==> config.mk <==
export PLATFORM = sky130hd
export DESIGN_NAME = router_reg_flat
export DESIGN_NICKNAME = d
export VERILOG_FILES = /design/src/rtl/router_reg_if.sv /design/src/rtl/router_reg.sv /design/src/flat_wrapper.sv
export SDC_FILE = /design/constraint.sdc
export NUM_CORES = 1
export LEC_CHECK = 0
export BUFFER_PORTS_ARGS = -buffer_cell sky130_fd_sc_hd__buf_2
export CORE_MARGIN = 2
export CORE_UTILIZATION = 56
export DETAILED_ROUTE_END_ITERATION = 12
export HOLD_SLACK_MARGIN = 0.08
export PLACE_DENSITY = 0.8
export SLEW_MARGIN = 10
export SYNTH_ARGS = -nofsm -noshare
export SYNTH_HDL_FRONTEND = slang
export SYNTH_SLANG_ARGS = --single-unit
==> constraint.sdc <==
create_clock -name clock -period 1.51 [get_ports clock]
set_clock_uncertainty 0.2 [all_clocks]
set_input_delay 0 -clock clock [delete_from_list [all_inputs] [get_ports clock]]
set_output_delay 0 -clock clock [all_outputs]
set_load 0.01 [all_outputs]
==> src/rtl/router_reg_if.sv <==
// Byte-stream bundle between the router FSM/input port and the register stage.
// The slave side is the register stage; the master side drives strobes and data.
interface router_reg_if #(
  parameter int DATA_W = 8
);
  logic              pkt_valid;
  logic [DATA_W-1:0] data_in;
  logic              fifo_full;
  logic              rst_int_reg;
  logic              detect_add;
  logic              ld_state;
  logic              laf_state;
  logic              full_state;
  logic              lfd_state;
  logic              parity_done;
  logic              low_pkt_valid;
  logic              err;
  logic [DATA_W-1:0] dout;

  modport slave (
    input  pkt_valid,
    input  data_in,
    input  fifo_full,
    input  rst_int_reg,
    input  detect_add,
    input  ld_state,
    input  laf_state,
    input  full_state,
    input  lfd_state,
    output parity_done,
    output low_pkt_valid,
    output err,
    output dout
  );

  modport master (
    output pkt_valid,
    output data_in,
    output fifo_full,
    output rst_int_reg,
    output detect_add,
    output ld_state,
    output laf_state,
    output full_state,
    output lfd_state,
    input  parity_done,
    input  low_pkt_valid,
    input  err,
    input  dout
  );
endinterface

==> src/rtl/router_reg.sv <==
// Router datapath register stage: header/payload buffering, full-hold byte,
// running XOR parity and parity-byte check for the 1x3 router.
module router_reg #(
  parameter int DATA_W = 8
) (
  input  logic         clock,
  input  logic         reset,
  router_reg_if.slave  bus
);
  localparam logic [1:0] BAD_ADDR = 2'b11;

  logic [DATA_W-1:0] hdr;
  logic [DATA_W-1:0] ffb;
  logic [DATA_W-1:0] int_par;
  logic [DATA_W-1:0] pkt_par;
  logic [DATA_W-1:0] dout_q;
  logic              done_q;
  logic              done_d1;
  logic              low_q;
  logic              err_q;

  logic ld_byte;
  logic addr_ok;

  assign ld_byte = bus.ld_state & bus.pkt_valid;
  assign addr_ok = bus.data_in[1:0] != BAD_ADDR;

  assign bus.dout          = dout_q;
  assign bus.parity_done   = done_q;
  assign bus.low_pkt_valid = low_q;
  assign bus.err           = err_q;

  // Capture the header byte only when it addresses a real output port.
  always_ff @(posedge clock) begin
    if (reset)
      hdr <= '0;
    else if (bus.detect_add && bus.pkt_valid && addr_ok)
      hdr <= bus.data_in;
  end

  // Output byte select; a byte arriving while the FIFO is full is parked in ffb.
  always_ff @(posedge clock) begin
    if (reset) begin
      dout_q <= '0;
      ffb    <= '0;
    end else if (bus.detect_add) begin
      dout_q <= dout_q;
    end else if (bus.lfd_state) begin
      dout_q <= hdr;
    end else if (ld_byte && !bus.fifo_full) begin
      dout_q <= bus.data_in;
    end else if (ld_byte && bus.fifo_full) begin
      ffb    <= bus.data_in;
    end else if (bus.laf_state) begin
      dout_q <= ffb;
    end
  end

  // Running parity; the parked byte was counted on arrival, so laf adds nothing.
  always_ff @(posedge clock) begin
    if (reset)
      int_par <= '0;
    else if (bus.detect_add)
      int_par <= '0;
    else if (bus.lfd_state)
      int_par <= int_par ^ hdr;
    else if (ld_byte && !bus.full_state)
      int_par <= int_par ^ bus.data_in;
  end

  // Latch the trailing parity byte once per packet.
  always_ff @(posedge clock) begin
    if (reset) begin
      pkt_par <= '0;
      done_q  <= 1'b0;
    end else if (bus.detect_add) begin
      pkt_par <= '0;
      done_q  <= 1'b0;
    end else if (bus.ld_state && !bus.pkt_valid && !done_q) begin
      pkt_par <= bus.data_in;
      done_q  <= 1'b1;
    end
  end

  // Delayed parity_done for rising-edge detection.
  always_ff @(posedge clock) begin
    if (reset)
      done_d1 <= 1'b0;
    else
      done_d1 <= done_q;
  end

  // pkt_valid dropped during LOAD_DATA; FSM clear wins over a new set.
  always_ff @(posedge clock) begin
    if (reset)
      low_q <= 1'b0;
    else if (bus.rst_int_reg)
      low_q <= 1'b0;
    else if (bus.ld_state && !bus.pkt_valid)
      low_q <= 1'b1;
  end

  // Compare parities one cycle after the parity byte lands.
  always_ff @(posedge clock) begin
    if (reset)
      err_q <= 1'b0;
    else if (bus.detect_add)
      err_q <= 1'b0;
    else if (done_q && !done_d1)
      err_q <= int_par != pkt_par;
  end
endmodule

==> src/flat_wrapper.sv <==
// flat-port wrapper written by rule: the top's interface ports become plain ports
module router_reg_flat 
#(
  parameter int DATA_W = 8
)
  (clock, reset, bus_pkt_valid, bus_data_in, bus_fifo_full, bus_rst_int_reg, bus_detect_add, bus_ld_state, bus_laf_state, bus_full_state, bus_lfd_state, bus_parity_done, bus_low_pkt_valid, bus_err, bus_dout);
  router_reg_if #(.DATA_W(DATA_W)) bus_i ();
  input  logic clock;
  input  logic reset;
  input wire logic [$bits(bus_i.pkt_valid)-1:0] bus_pkt_valid;
  input wire logic [$bits(bus_i.data_in)-1:0] bus_data_in;
  input wire logic [$bits(bus_i.fifo_full)-1:0] bus_fifo_full;
  input wire logic [$bits(bus_i.rst_int_reg)-1:0] bus_rst_int_reg;
  input wire logic [$bits(bus_i.detect_add)-1:0] bus_detect_add;
  input wire logic [$bits(bus_i.ld_state)-1:0] bus_ld_state;
  input wire logic [$bits(bus_i.laf_state)-1:0] bus_laf_state;
  input wire logic [$bits(bus_i.full_state)-1:0] bus_full_state;
  input wire logic [$bits(bus_i.lfd_state)-1:0] bus_lfd_state;
  output wire logic [$bits(bus_i.parity_done)-1:0] bus_parity_done;
  output wire logic [$bits(bus_i.low_pkt_valid)-1:0] bus_low_pkt_valid;
  output wire logic [$bits(bus_i.err)-1:0] bus_err;
  output wire logic [$bits(bus_i.dout)-1:0] bus_dout;
  assign bus_i.pkt_valid = bus_pkt_valid;
  assign bus_i.data_in = bus_data_in;
  assign bus_i.fifo_full = bus_fifo_full;
  assign bus_i.rst_int_reg = bus_rst_int_reg;
  assign bus_i.detect_add = bus_detect_add;
  assign bus_i.ld_state = bus_ld_state;
  assign bus_i.laf_state = bus_laf_state;
  assign bus_i.full_state = bus_full_state;
  assign bus_i.lfd_state = bus_lfd_state;
  assign bus_parity_done = bus_i.parity_done;
  assign bus_low_pkt_valid = bus_i.low_pkt_valid;
  assign bus_err = bus_i.err;
  assign bus_dout = bus_i.dout;
  router_reg #(.DATA_W(DATA_W)) u_core (.clock(clock), .reset(reset), .bus(bus_i));
endmodule
# Word-level counts from Yosys, hierarchy flattened
# Cells that the tools add are included.
op_classes:
  muxes: 6
  n_bitwise: 6
  n_eq_ne: 3
  reduce_logical: 19
op_table:
  columns: ["cell", "count"]
  rows:
  - ["2-to-1 mux 8 bit", 6]
  - ["XOR 8 bit", 2]
  - ["logical AND 1 bit", 8]
  - ["inequality test 8 bit", 1]
  - ["zero test 1 bit", 5]
  - ["AND reduction 4 bit", 1]
  - ["OR reduction 2 bit", 2]
  - ["inequality test 3 x 2 -> 1 bit (second input constant)", 1]
  - ["inverter 1 bit", 3]
  - ["AND reduction 3 bit", 1]
  - ["nonzero test 3 bit", 1]
  - ["inequality test 2 bit (second input constant)", 1]
  - ["nonzero test 2 bit", 1]
  - ["AND 1 bit", 1]
word_totals:
  elab_cells: 43
  register_bits: 44
  input_bits: 18

# Longest topological paths before layout
depth:
  ltp_word: 5
  depth_mapped: 6
  mapped_depth_nobuf: 4

# Worst setup path before layout
# No wires, ideal clock.
synth_timing:
  kind: "register to register"
  from: "reg u_core.done_q, in the netlist u_core.bus.parity_done"
  to: "reg u_core.pkt_par[0]"
  stages_incl_launch_ff: 5
  arrival_time_ns: 0.898
  setup_ns: 0.117
  setup_slack_ns: 0.294
  synth_period_minus_slack_ns: 1.216
  path_buffers: 1
  path_cell_list: "dfxtp_1 -> nor2b_1 -> buf_2 -> mux2i_1 -> nor2_1"
synth_via:
  elab_chain_len: 2
synth_lines:
  columns: ["element", "line_no", "source"]
  rows:
  - ["start, declared", "router_reg.sv:17", "logic done_q;"]
  - ["start signal, assigned", "router_reg.sv:75", "done_q <= 1'b0;"]
  - ["start signal, assigned", "router_reg.sv:78", "done_q <= 1'b0;"]
  - ["start signal, assigned", "router_reg.sv:81", "done_q <= 1'b1;"]
  - ["zero test 1 bit", "router_reg.sv:79", "end else if (bus.ld_state && !bus.pkt_valid && !done_q) begin"]
  - ["logical AND 1 bit", "router_reg.sv:79", null]
  - ["end signal, assigned", "router_reg.sv:80", "pkt_par <= bus.data_in;"]
  - ["end, declared", "router_reg.sv:15", "logic [DATA_W-1:0] pkt_par;"]
# Every way passes these cells.
# A chain may end at the register's enable or synchronous reset.

# Final worst setup path
layout_timing:
  from: "in bus_ld_state"
  to: "reg u_core.ffb[7]"
layout_via:
  elab_chain_len: 4
  word_cells_on_any_way: 5
  classes_between: "2 x bitwise; 3 x reduce/logical"
layout_lines:
  columns: ["element", "line_no", "source"]
  rows:
  - ["start, declared", "flat_wrapper.sv:15", "input wire logic [$bits(bus_i.ld_state)-1:0] bus_ld_state;"]
  - ["AND 1 bit (*)", "router_reg.sv:25", "assign ld_byte = bus.ld_state & bus.pkt_valid;"]
  - ["logical AND 1 bit", "router_reg.sv:50", "end else if (ld_byte && !bus.fifo_full) begin"]
  - ["inverter 1 bit (no line)", null, null]
  - ["AND reduction 4 bit (no line) (*)", null, null]
  - ["end signal, assigned", "router_reg.sv:53", "ffb <= bus.data_in;"]
  - ["end, declared", "router_reg.sv:13", "logic [DATA_W-1:0] ffb;"]
# Every way passes the cells marked *; elsewhere a longest branch is shown, timed or not.

==> results_dict.tcl <==
set metrics [dict create \
    synth_nets 216 \
    synth_seq_cells 44 \
    seqCellArea_um2 881 \
    placementRows 21 \
    drt_wl_total_mm 4.52 \
    critPathKind "input pin to register" \
    overflow 0 \
    endpoint_kind "register" \
    power_density_nw_per_um2 822 \
    ctsHtreeMaxLevel 2 \
    critPathBufInv 3 \
    drc 0 \
    finalCritPeriodShare 0.964 \
    ff2ff_setup_slack_ns 0.08 \
    arrival_ns 1.48 \
    synthTopCellsByArea "dfxtp_1 (45%), mux2i_1 (16%), nor2_1 (8.4%)" \
    clk_latency_ns 0.35 \
    worstHoldPathCells 5 \
    cts_tree "done" \
    grt_pass1_vias 1533 \
    numCtsBuffers 5 \
    dp.final_hpwl_mm 2.80 \
    postLayoutCellArea_um2 2530 \
    io_pins 29 \
    yosysTopAreaCell "dfxtp_1" \
    relSlewSlack 0.469 \
    ys_types 28 \
    die_y_um 63.3 \
    max_slew.worst_pin.slew_ns 0.796 \
    viasPerCell 5.39 \
    hold_violations 0 \
    place_area_um2 2160 \
    die_x_um 63.3 \
    cts-root-buf "clkbuf_4" \
    status "completed" \
    r2r.worst_path.cells 3 \
    slew_violations 0 \
    final_cells 304 \
    clk_pin_slew_ns 0.12 \
    ir_drop_uv 670 \
    multi_input_area_um2 1030 \
    hp-start "bus_lfd_state" \
    layout_min_cycle_time_ns 1.46 \
    grt_max_degree 19 \
    cp_cell_sequence "buf_4 > nand2_2 > nor4b_2 > buf_4 > mux2i_1 > dlygate4sd3_1 > nor2_1" \
    crit_fanout 8 \
    globalplace.congestion 0.720 \
    fmax_mhz 687 \
    drive_above_1_share 0.225 \
    firstDrtPassIters 4 \
    synth.avg_cell_area_um2 9.93 \
    dp_cells 268 \
    synth_area_um2 1970 \
    ys_warn_count 0 \
    crit_required_ns 1.54 \
    grt_pass1_wl_mm 7.24 \
    r2r_start "u_core.hdr[1]" \
    maxCapViolations 0 \
    hp-class "input pin to register" \
    synth_cells 198 \
    final_antenna_net_count 0 \
    via_count 1639 \
    p_leak_nw 1.16 \
    crit_top_cell "buf_4" \
    core_um2 3360 \
    dr.first_iter.drc_count 54 \
    setup_viol 0 \
    antenna_found_initial 0 \
    cpPeakStageDelay_ns 0.57 \
    fill_cells 242 \
    clk_path_buf_depth 2 \
    portBuffers 28 \
    netlist.area_leader.share 0.448 \
    area_delta_synth_final_pct 28.8 \
    wire_per_inst_um 14.9 \
    die_area_um2 4000 \
    grt_usage 0.235 \
    path_delay_family "buffers and inverters" \
    crit_start "bus_ld_state" \
    nets 278 \
    cp-start-kind "input pin" \
    yosysSeqAreaShare 0.448 \
    holdPathEnd "u_core.ffb[0]" \
    reg2reg_to "u_core.hdr[1]" \
    crit_slowest_cell "dlygate4sd3_1" \
    start_util 0.585 \
    final_util 0.753 \
    cts.sinks 44 \
    diodes 0 \
]
[layer usage]
| metal | routed length, µm | vias up | global-route usage |
|---|---|---|---|
| li1 | - | 790 | - |
| met1 | 2080 | 800 | 0.305 |
| met2 | 2150 | 37 | 0.372 |
| met3 | 173 | 12 | 0.0518 |
| met4 | 113 | 0 | 0.111 |
| met5 | 0 | - | 0 |
[registers in the layout (all words and copies together), names as in the netlist]
signal	count
u_core.hdr	8
u_core.bus.low_pkt_valid	1
u_core.done_d1	1
u_core.ffb	8
u_core.int_par	8
u_core.bus.dout	8
u_core.bus.err	1
u_core.pkt_par	8
u_core.bus.parity_done	1
[metrics by stage]
step	TNS [ns]	power, mW	setup WS (ns)	hold slack [ns]
final	0	2.08	0.0538	0.0424
after floorplan	0	1.44	0.294	-0.123
after detailed placement	0	1.53	0.130	-0.0274
after CTS	0	2.05	0.00439	0.0577
after global routing	-0.00387	2.15	-0.00387	0.123
after global placement	0	1.52	0.167	-0.0381
[cell type report]
cell class / instances / share of cell area
clock buffers: 5 / 0.0148
inverters: 1 / 0.00148
multi-input cells: 142 / 0.407
flip-flops and latches: 44 / 0.348
well taps: 46 / 0.0227
repair buffers: 66 / 0.206
[cell families after synthesis]
family | after synthesis | share of synthesized area
flops | 44 | 0.448
xor+xnor | 16 | 0.0712
compound gates | 19 | 0.0910
buf+inv | 12 | 0.0363
simple gates | 75 | 0.191
mux | 32 | 0.163
[cells in the mapped netlist]
cell type	count
nand3b_1	1
nor3_2	8
mux2i_1	32
nand2_1	10
xnor2_1	7
buf_4	1
nor4b_1	1
buf_1	1
dfxtp_1	44
nand4_1	1
a31oi_4	1
nor2_1	44
nor2b_1	3
o211a_1	8
buf_2	6
nor3_1	2
buf_6	2
a21boi_0	8
clkbuf_1	1
and4bb_1	1
inv_1	1
nand3_2	1
nand3_1	1
a211oi_1	1
xor2_1	9
and2b_1	1
a21bo_2	1
or2_2	1
[worst max path at each step]
stage                              end  slack, ns  depth (start not counted)
global placement    u_core.bus.dout[6]       0.17                          5
global route            u_core.bus.err     -0.004                          4
floorplan            u_core.pkt_par[0]       0.29                          4
CTS                 u_core.bus.dout[2]      0.004                          4
finish                   u_core.ffb[7]       0.05                          7
detailed placement  u_core.bus.dout[2]       0.13                          5
[worst min-delay path, cell delays in order]
cell and delay, ns:
buf_2 0.13, nor4b_2 0.06, buf_4 0.17, mux2i_1 0.13, nor2_1 0.08
[cells in the final DEF, fill, tap and decap left out, types with 2 or more instances in the layout]
cell / Yosys / routed
nor2_1: 44 / 44
dfxtp_1: 44 / 44
mux2i_1: 32 / 32
dlygate4sd3_1: 0 / 28
buf_2: 6 / 26
nand2_1: 10 / 9
xor2_1: 9 / 9
buf_4: 1 / 9
o211a_1: 8 / 8
nor3_2: 8 / 8
xnor2_1: 7 / 7
a21boi_1: 0 / 6
clkbuf_4: 0 / 5
nor2b_1: 3 / 3
nor3_1: 2 / 2
a21boi_2: 0 / 2
[where the power goes]
group          switching (mW)  internal [mW]
Combinational           0.179          0.182
Clock                   0.342          0.156
Sequential             0.0233           1.20
[what timing repair did]
action / CTS / global route
hold buffers: 30 / 3
setup endpoints to repair: 0 / 30
buffers inserted: 0 / 2
endpoints found under the hold margin: 44 / 10
gates resized for setup: 0 / 16
No activity file was read; power rests on OpenSTA's default activity.
